$ cat src/rtl/instr_fetch_queue.sv
// Decoupled fetch stage: owns the fetch PC, issues in-order requests to a variable-latency
// instruction memory and buffers returned words with their PCs for the IF/ID register.
module instr_fetch_queue #(
  parameter int PC_W    = 9,
  parameter int INS_W   = 32,
  parameter int DEPTH   = 4,
  parameter int MAX_OUT = 2
) (
  input  logic                     clk,
  input  logic                     reset,
  input  logic                     redirect,
  input  logic [PC_W-1:0]          redirect_pc,
  output logic                     imem_req,
  output logic [PC_W-1:0]          imem_addr,
  input  logic                     imem_ready,
  input  logic                     imem_rvalid,
  input  logic [INS_W-1:0]         imem_rdata,
  output logic                     if_valid,
  output logic [PC_W-1:0]          if_pc,
  output logic [INS_W-1:0]         if_instr,
  input  logic                     if_ready,
  output logic [$clog2(DEPTH):0]   occupancy
);
  localparam int PTR_W = $clog2(DEPTH);
  localparam int CNT_W = PTR_W + 1;
  localparam int SUM_W = CNT_W + 1;
  localparam logic [CNT_W-1:0] MAX_OUT_C = CNT_W'(MAX_OUT);
  localparam logic [SUM_W-1:0] DEPTH_C   = SUM_W'(DEPTH);
  localparam logic [PC_W-1:0]  PC_STEP   = PC_W'(4);

  logic [PC_W-1:0]  fetch_pc_q, fetch_pc_d, resp_pc_q, resp_pc_d;
  logic [PTR_W-1:0] head_q, head_d, tail_q, tail_d;
  logic [CNT_W-1:0] count_q, count_d;
  logic [CNT_W-1:0] outstanding_q, outstanding_d, discard_q, discard_d;
  logic [PC_W-1:0]  pc_mem_q [DEPTH];
  logic [PC_W-1:0]  pc_mem_d [DEPTH];
  logic [INS_W-1:0] instr_mem_q [DEPTH];
  logic [INS_W-1:0] instr_mem_d [DEPTH];
  logic [SUM_W-1:0] reserved;
  logic [PC_W-1:0]  target_pc;
  logic             accept, resp_ok, push, pop;
  logic             unused_pc_lsbs;

  assign target_pc      = {redirect_pc[PC_W-1:2], 2'b00};
  assign unused_pc_lsbs = ^redirect_pc[1:0];

  // In-flight requests hold a FIFO slot each, so a returning word always has room.
  assign reserved  = SUM_W'(count_q) + SUM_W'(outstanding_q);
  assign imem_req  = !reset && !redirect && (outstanding_q < MAX_OUT_C) && (reserved < DEPTH_C);
  assign imem_addr = fetch_pc_q;
  assign accept    = imem_req && imem_ready;

  // A response with nothing outstanding is a protocol error and is ignored.
  assign resp_ok   = imem_rvalid && (outstanding_q != '0);
  assign push      = resp_ok && !redirect && (discard_q == '0);

  assign if_valid  = (count_q != '0);
  assign pop       = if_valid && if_ready && !redirect;
  assign if_pc     = if_valid ? pc_mem_q[head_q] : '0;
  assign if_instr  = if_valid ? instr_mem_q[head_q] : '0;
  assign occupancy = count_q;

  always_comb begin
    fetch_pc_d    = fetch_pc_q;
    resp_pc_d     = resp_pc_q;
    head_d        = head_q;
    tail_d        = tail_q;
    discard_d     = discard_q;
    pc_mem_d      = pc_mem_q;
    instr_mem_d   = instr_mem_q;
    outstanding_d = outstanding_q + CNT_W'(accept) - CNT_W'(resp_ok);
    count_d       = count_q + CNT_W'(push) - CNT_W'(pop);

    if (accept) fetch_pc_d = fetch_pc_q + PC_STEP;

    if (push) begin
      pc_mem_d[tail_q]    = resp_pc_q;
      instr_mem_d[tail_q] = imem_rdata;
      tail_d              = tail_q + 1'b1;
      resp_pc_d           = resp_pc_q + PC_STEP;
    end

    if (pop) head_d = head_q + 1'b1;

    if (resp_ok && (discard_q != '0)) discard_d = discard_q - 1'b1;

    // Everything still in flight after this edge predates the redirect and must be dropped.
    if (redirect) begin
      head_d     = '0;
      tail_d     = '0;
      count_d    = '0;
      fetch_pc_d = target_pc;
      resp_pc_d  = target_pc;
      discard_d  = outstanding_d;
    end
  end

  always_ff @(posedge clk) begin
    if (reset) begin
      fetch_pc_q    <= '0;
      resp_pc_q     <= '0;
      head_q        <= '0;
      tail_q        <= '0;
      count_q       <= '0;
      outstanding_q <= '0;
      discard_q     <= '0;
      for (int i = 0; i < DEPTH; i++) begin
        pc_mem_q[i]    <= '0;
        instr_mem_q[i] <= '0;
      end
    end else begin
      fetch_pc_q    <= fetch_pc_d;
      resp_pc_q     <= resp_pc_d;
      head_q        <= head_d;
      tail_q        <= tail_d;
      count_q       <= count_d;
      outstanding_q <= outstanding_d;
      discard_q     <= discard_d;
      pc_mem_q      <= pc_mem_d;
      instr_mem_q   <= instr_mem_d;
    end
  end

  rvalid_has_outstanding: assert property (@(posedge clk) disable iff (reset)
    imem_rvalid |-> (outstanding_q != '0));

endmodule
$ cat config.mk
export PLATFORM = sky130hd
export DESIGN_NAME = instr_fetch_queue
export DESIGN_NICKNAME = d
export VERILOG_FILES = /design/src/rtl/instr_fetch_queue.sv
export SDC_FILE = /design/constraint.sdc
export NUM_CORES = 1
export LEC_CHECK = 0
export CAP_MARGIN = 40
export CORE_MARGIN = 3
export CORE_UTILIZATION = 35
export DETAILED_ROUTE_END_ITERATION = 6
export SLEW_MARGIN = 40
export SYNTH_ARGS = -nofsm -noshare
export SYNTH_HDL_FRONTEND = slang
export SYNTH_SLANG_ARGS = --single-unit
$ cat constraint.sdc
create_clock -name clk -period 3.69 [get_ports clk]
set_input_delay 0.369 -clock clk [delete_from_list [all_inputs] [get_ports clk]]
set_output_delay 0.369 -clock clk [all_outputs]
set_load 0.03 [all_outputs]
Word-level counts from Yosys, hierarchy flattened:

Index checks and enable logic that the tools add are counted.

* register bits: 195
* input bits: 47
* logic and storage cells: 75

* $add $sub $neg: 10
* magnitude comparators: 5
* muxes and demuxes: 20
* bitwise logic cells: 2
* reduce and logical (&&, ||, !) cells: 21

Operators by type and width (count)
* bitwise mux 128 bit: 1
* 2-to-1 mux 32 bit: 4
* 2-to-1 mux 9 bit: 8
* binary-select mux 32 bit (select 2 bit): 1
* demux 32 bit (select 2 bit): 1
* bitwise mux 36 bit: 1
* adder 9 x 3 -> 9 bit (second input constant): 2
* binary-select mux 9 bit (select 2 bit): 1
* demux 9 bit (select 2 bit): 1
* logical AND 1 bit: 11
* nonzero test 3 bit: 3
* adder 3 x 1 -> 3 bit: 2
* >= comparator 3 bit (second input constant): 2
* 2-to-1 mux 3 bit: 2
* inverter 2 -> 3 bit: 2
* nonzero test 2 bit: 3
* subtractor 3 x 1 -> 3 bit: 2
* adder 2 x 1 -> 2 bit (second input constant): 2
* adder 3 x 3 -> 4 bit: 1
* less-than comparator 4 x 3 -> 1 bit (second input constant): 1
* zero test 3 bit: 1
* less-than comparator 3 x 1 -> 1 bit (second input constant): 1
* less-than comparator 3 x 2 -> 1 bit (second input constant): 1
* subtractor 3 x 1 -> 3 bit (second input constant): 1
* 2 further kinds: 3

Logic depth before layout (Yosys ltp):

* depth after elaboration: 8
* depth in mapped cells: 12
* gate-level depth less buffers: 12

Least setup slack after synthesis:

Ideal clock, no wire load.

* path type: reg2reg
* from: register count_q[1] (netlist: occupancy[1])
* to: register discard_q[2]
* library setup time: 0.086 ns
* arrival: 2.714 ns
* path slack: 0.891 ns
* cell stages (with the launch flop): 11
* buffers on the path: 1
* period minus slack after synthesis: 2.799 ns
* path through: dfxtp_1 ha_1 a311oi_2 nand3_1 buf_2 ha_1 inv_1 ha_1 fa_1 xor2_1 a211oi_1

* longest elaborated chain between the ends: 7

RTL lines
* start: declaration: RTL line 33 `logic [CNT_W-1:0] count_q, count_d;`
* start signal: assignment: RTL line 116 `count_q <= count_d;`
* adder 3 x 3 -> 4 bit: RTL line 48 `assign reserved = SUM_W'(count_q) + SUM_W'(outstanding_q);`
* less-than comparator 4 x 3 -> 1 bit: RTL line 49 `assign imem_req = !reset && !redirect && (outstanding_q < MAX_OUT_C) && (reserved < DEPTH_C);`
* logical AND 1 bit: RTL line 49
* logical AND 1 bit: RTL line 51 `assign accept = imem_req && imem_ready;`
* adder 3 x 1 -> 3 bit: RTL line 71 `outstanding_d = outstanding_q + CNT_W'(accept) - CNT_W'(resp_ok);`
* subtractor 3 x 1 -> 3 bit: RTL line 71
* 2-to-1 mux 3 bit: RTL line 88 `if (redirect) begin`
* end signal: assignment: RTL line 118 `discard_q <= discard_d;`
* end: declaration: RTL line 34 `logic [CNT_W-1:0] outstanding_q, outstanding_d, discard_q, discard_d;`

Every way passes these cells.
A chain may end at the register's enable or synchronous reset.

Worst setup path in the final report:

* from: register head_q[0]
* to: output if_instr[0]

* longest elaborated chain between the ends: 5

RTL lines
* start: declaration: RTL line 32 `logic [PTR_W-1:0] head_q, head_d, tail_q, tail_d;`
* start signal: assignment: RTL line 102 `head_q <= '0;`
* start signal: assignment: RTL line 114 `head_q <= head_d;`
* inverter 2 -> 3 bit (implied by the code): RTL line 60 `assign if_instr = if_valid ? instr_mem_q[head_q] : '0;`
* binary-select mux 32 bit (select 2 bit): RTL line 60
* 2-to-1 mux 32 bit (implied by the code) (2 in series): RTL line 60
* 2-to-1 mux 32 bit: RTL line 60
* end: declaration: RTL line 20 `output logic [INS_W-1:0] if_instr,`

Every way passes these cells. The select of a mux whose other input is x is not followed.

==> results.tsv <==
metric	value	unit
met1_length	9830	µm
topRoutingLayerUsed	met5	
final_cells	1339	
post-route-period-util	84.0	%
die-area	25600	µm²
die_w	160	µm
clkTransAtPathRegs	0.07	ns
skew	0.0125	ns
worst_setup_path_start_kind	register	
antenna_found_initial	1	
start_util	36.1	%
cap_violations	0	
area_delta_synth_final	20.5	%
min-delay-path-class	input port to register	
tightest_slew	0.777	ns
syn_area_per_cell	8.69	µm²
max_freq	0.323	GHz
fp-row-count	55	
drive_gt1_share	10.4	%
final_cell_mix	nand2_1, dfxtp_1, a21oi_1	
placed_cells	1306	
cts_tree	done	
first_iter_violations	460	
nNetsFinal	1077	
grt_max_degree	93	
core-area	23000	µm²
diodes	0	
clock_latency	0.44	ns
yosys_warnings	0	
ys_types	47	
viasPerCell	4.94	
p_leak	3.23	nW
layout_commonest_cell	nand2_1	
synth_top_area_share	44.2	%
hold_buffers	0	
slew_violations	0	
period_needed	3.10	ns
ios	102	
antenna_left	0	
place_ws	0.662	ns
die_y	160	µm
drc	0	
grt_usage	16.8	%
powerDensity	480	nW/µm²
grt_overflow	0	
async_reset_ff_share	0	%
endpoint_kind	output port	
routedWlPerCell	15.8	µm
wl	21100	µm
syn-cell-area	8300	µm²
synth_top_area_cell	dfxtp_1	
vias	6610	
port-buffer-count	95	
syn_inst	955	
critPathRequiredTime	3.32	ns
tns	0	ns
cts_buffers	17	
dr_wl_met3	1240	µm
routabilityCongestion	0.775	
status	finished, final reports clean	
grt_pass1_wl	34900	µm
cts_setup_buffers	0	
dr.pass1.iters	5	
cts.sinks	183	
path_class	register to output port	
fill_cells	2263	
fin_ws	0.591	ns
ys_seq_area_share	44.2	%
synth_edf_count	0	
ys_top_cells_by_area	dfxtp_1, nand2_1, mux4_2	
cts-resized-gates	0	
worstPathMaxFanout	20	
clockBufferDepth	2	
cts_max_level	4	
synth_seq_cells	183	
grt_setup_unrepaired	no	
slew_headroom	47.8	%
grt_pass1_vias	6608	
dp_hpwl	12800	µm
cts_root_buffer	clkbuf_16	
critical_path_arrival	2.73	ns
hold_violations	0	
setup_viol	0	
ys_dominant_reg_cell	dfxtp_1	
ir_worst_vdd	0.000274	V
wl_met2	9790	µm
utilization	43.5	%
holdWs	0.157	ns
[synthesized netlist by cell type, types with 2 or more instances]
cell	n
a211oi_1	5
a21boi_0	5
a21oi_1	162
a221o_1	2
a311oi_1	2
and2_1	4
and4_4	4
buf_1	2
buf_2	28
buf_4	5
buf_6	17
clkbuf_1	26
dfxtp_1	183
fa_1	2
ha_1	15
inv_1	16
mux4_2	39
nand2_1	318
nand3_1	7
nand4_1	3
nand4_2	4
nor2_1	17
nor2b_1	41
nor3_1	5
nor3b_1	2
nor4b_1	2
o21ai_0	2
o31a_1	3
or2_2	2
or3_1	2
xnor2_1	11
xor2_1	4
[cell families after synthesis]
logic type | after synthesis | synth area share [%]
XOR/XNOR | 15 | 1.58
multiplexers | 41 | 10.8
AO/OA/AOI/OAI | 186 | 12.1
adder cells (fa/ha/maj) | 17 | 2.74
AND/OR/NAND/NOR | 418 | 22.1
other | 1 | 0.0452
flip-flops | 183 | 44.2
buffers and inverters | 94 | 6.44
[power by group]
part / internal, mW / leakage, nW / switching (mW)
clock network: 1.10 / 0.307 / 0.853
logic: 0.295 / 1.44 / 0.415
registers: 2.06 / 1.48 / 0.0739
total: 3.45 / 3.23 / 1.34
[per-stage QoR]
stage / instance area (µm²) / total power [mW]
floorplan: 8310 / 2.68
global placement: 9320 / 2.88
detailed placement: 9340 / 2.89
CTS: 9980 / 4.84
global route: 10000 / 5.02
finish: 10000 / 4.79
[routing by layer]
metal / global-route usage, % / vias up
met3: 3.81 / 16
met5: 0 / -
met1: 22.8 / 3112
li1: - / 3317
met4: 4.69 / 2
met2: 27.1 / 163
[final cells by class]
| class | instances | area [µm²] | area share [%] |
|---|---|---|---|
| Clock buffer | 17 | 425 | 4.26 |
| Clock inverter | 15 | 211 | 2.12 |
| Inverter | 16 | 60.1 | 0.601 |
| Multi-Input combinational cell | 681 | 4120 | 41.2 |
| Sequential cell | 183 | 3670 | 36.7 |
| Tap cell | 313 | 392 | 3.92 |
| Timing Repair Buffer | 114 | 1130 | 11.3 |
[critical path, stage by stage, from the launching register on]
cell and delay (ns):
dfxtp_2 0.76, buf_4 0.37, mux4_2 0.23, nor2b_1 0.20, clkdlybuf4s50_1 0.72
[final timing paths]
check                        end  slack (ns)            from  cells past startpoint
setup / recovery     if_instr[0]        0.59       head_q[0]                      4
hold / removal      resp_pc_q[4]        0.16           reset                      2
setup reg to reg    discard_q[2]        0.95    occupancy[1]                     10
hold reg to reg   instr_mem_q[8]        0.45  instr_mem_q[8]                      2
[flip-flops by register name, indices dropped and copies added (netlist names)]
signal         flops
discard_q          3
outstanding_q      3
tail_q             2
imem_addr          7
resp_pc_q          7
occupancy          3
head_q             2
instr_mem_q      128
pc_mem_q          28
(Power assumes the default switching activity.)
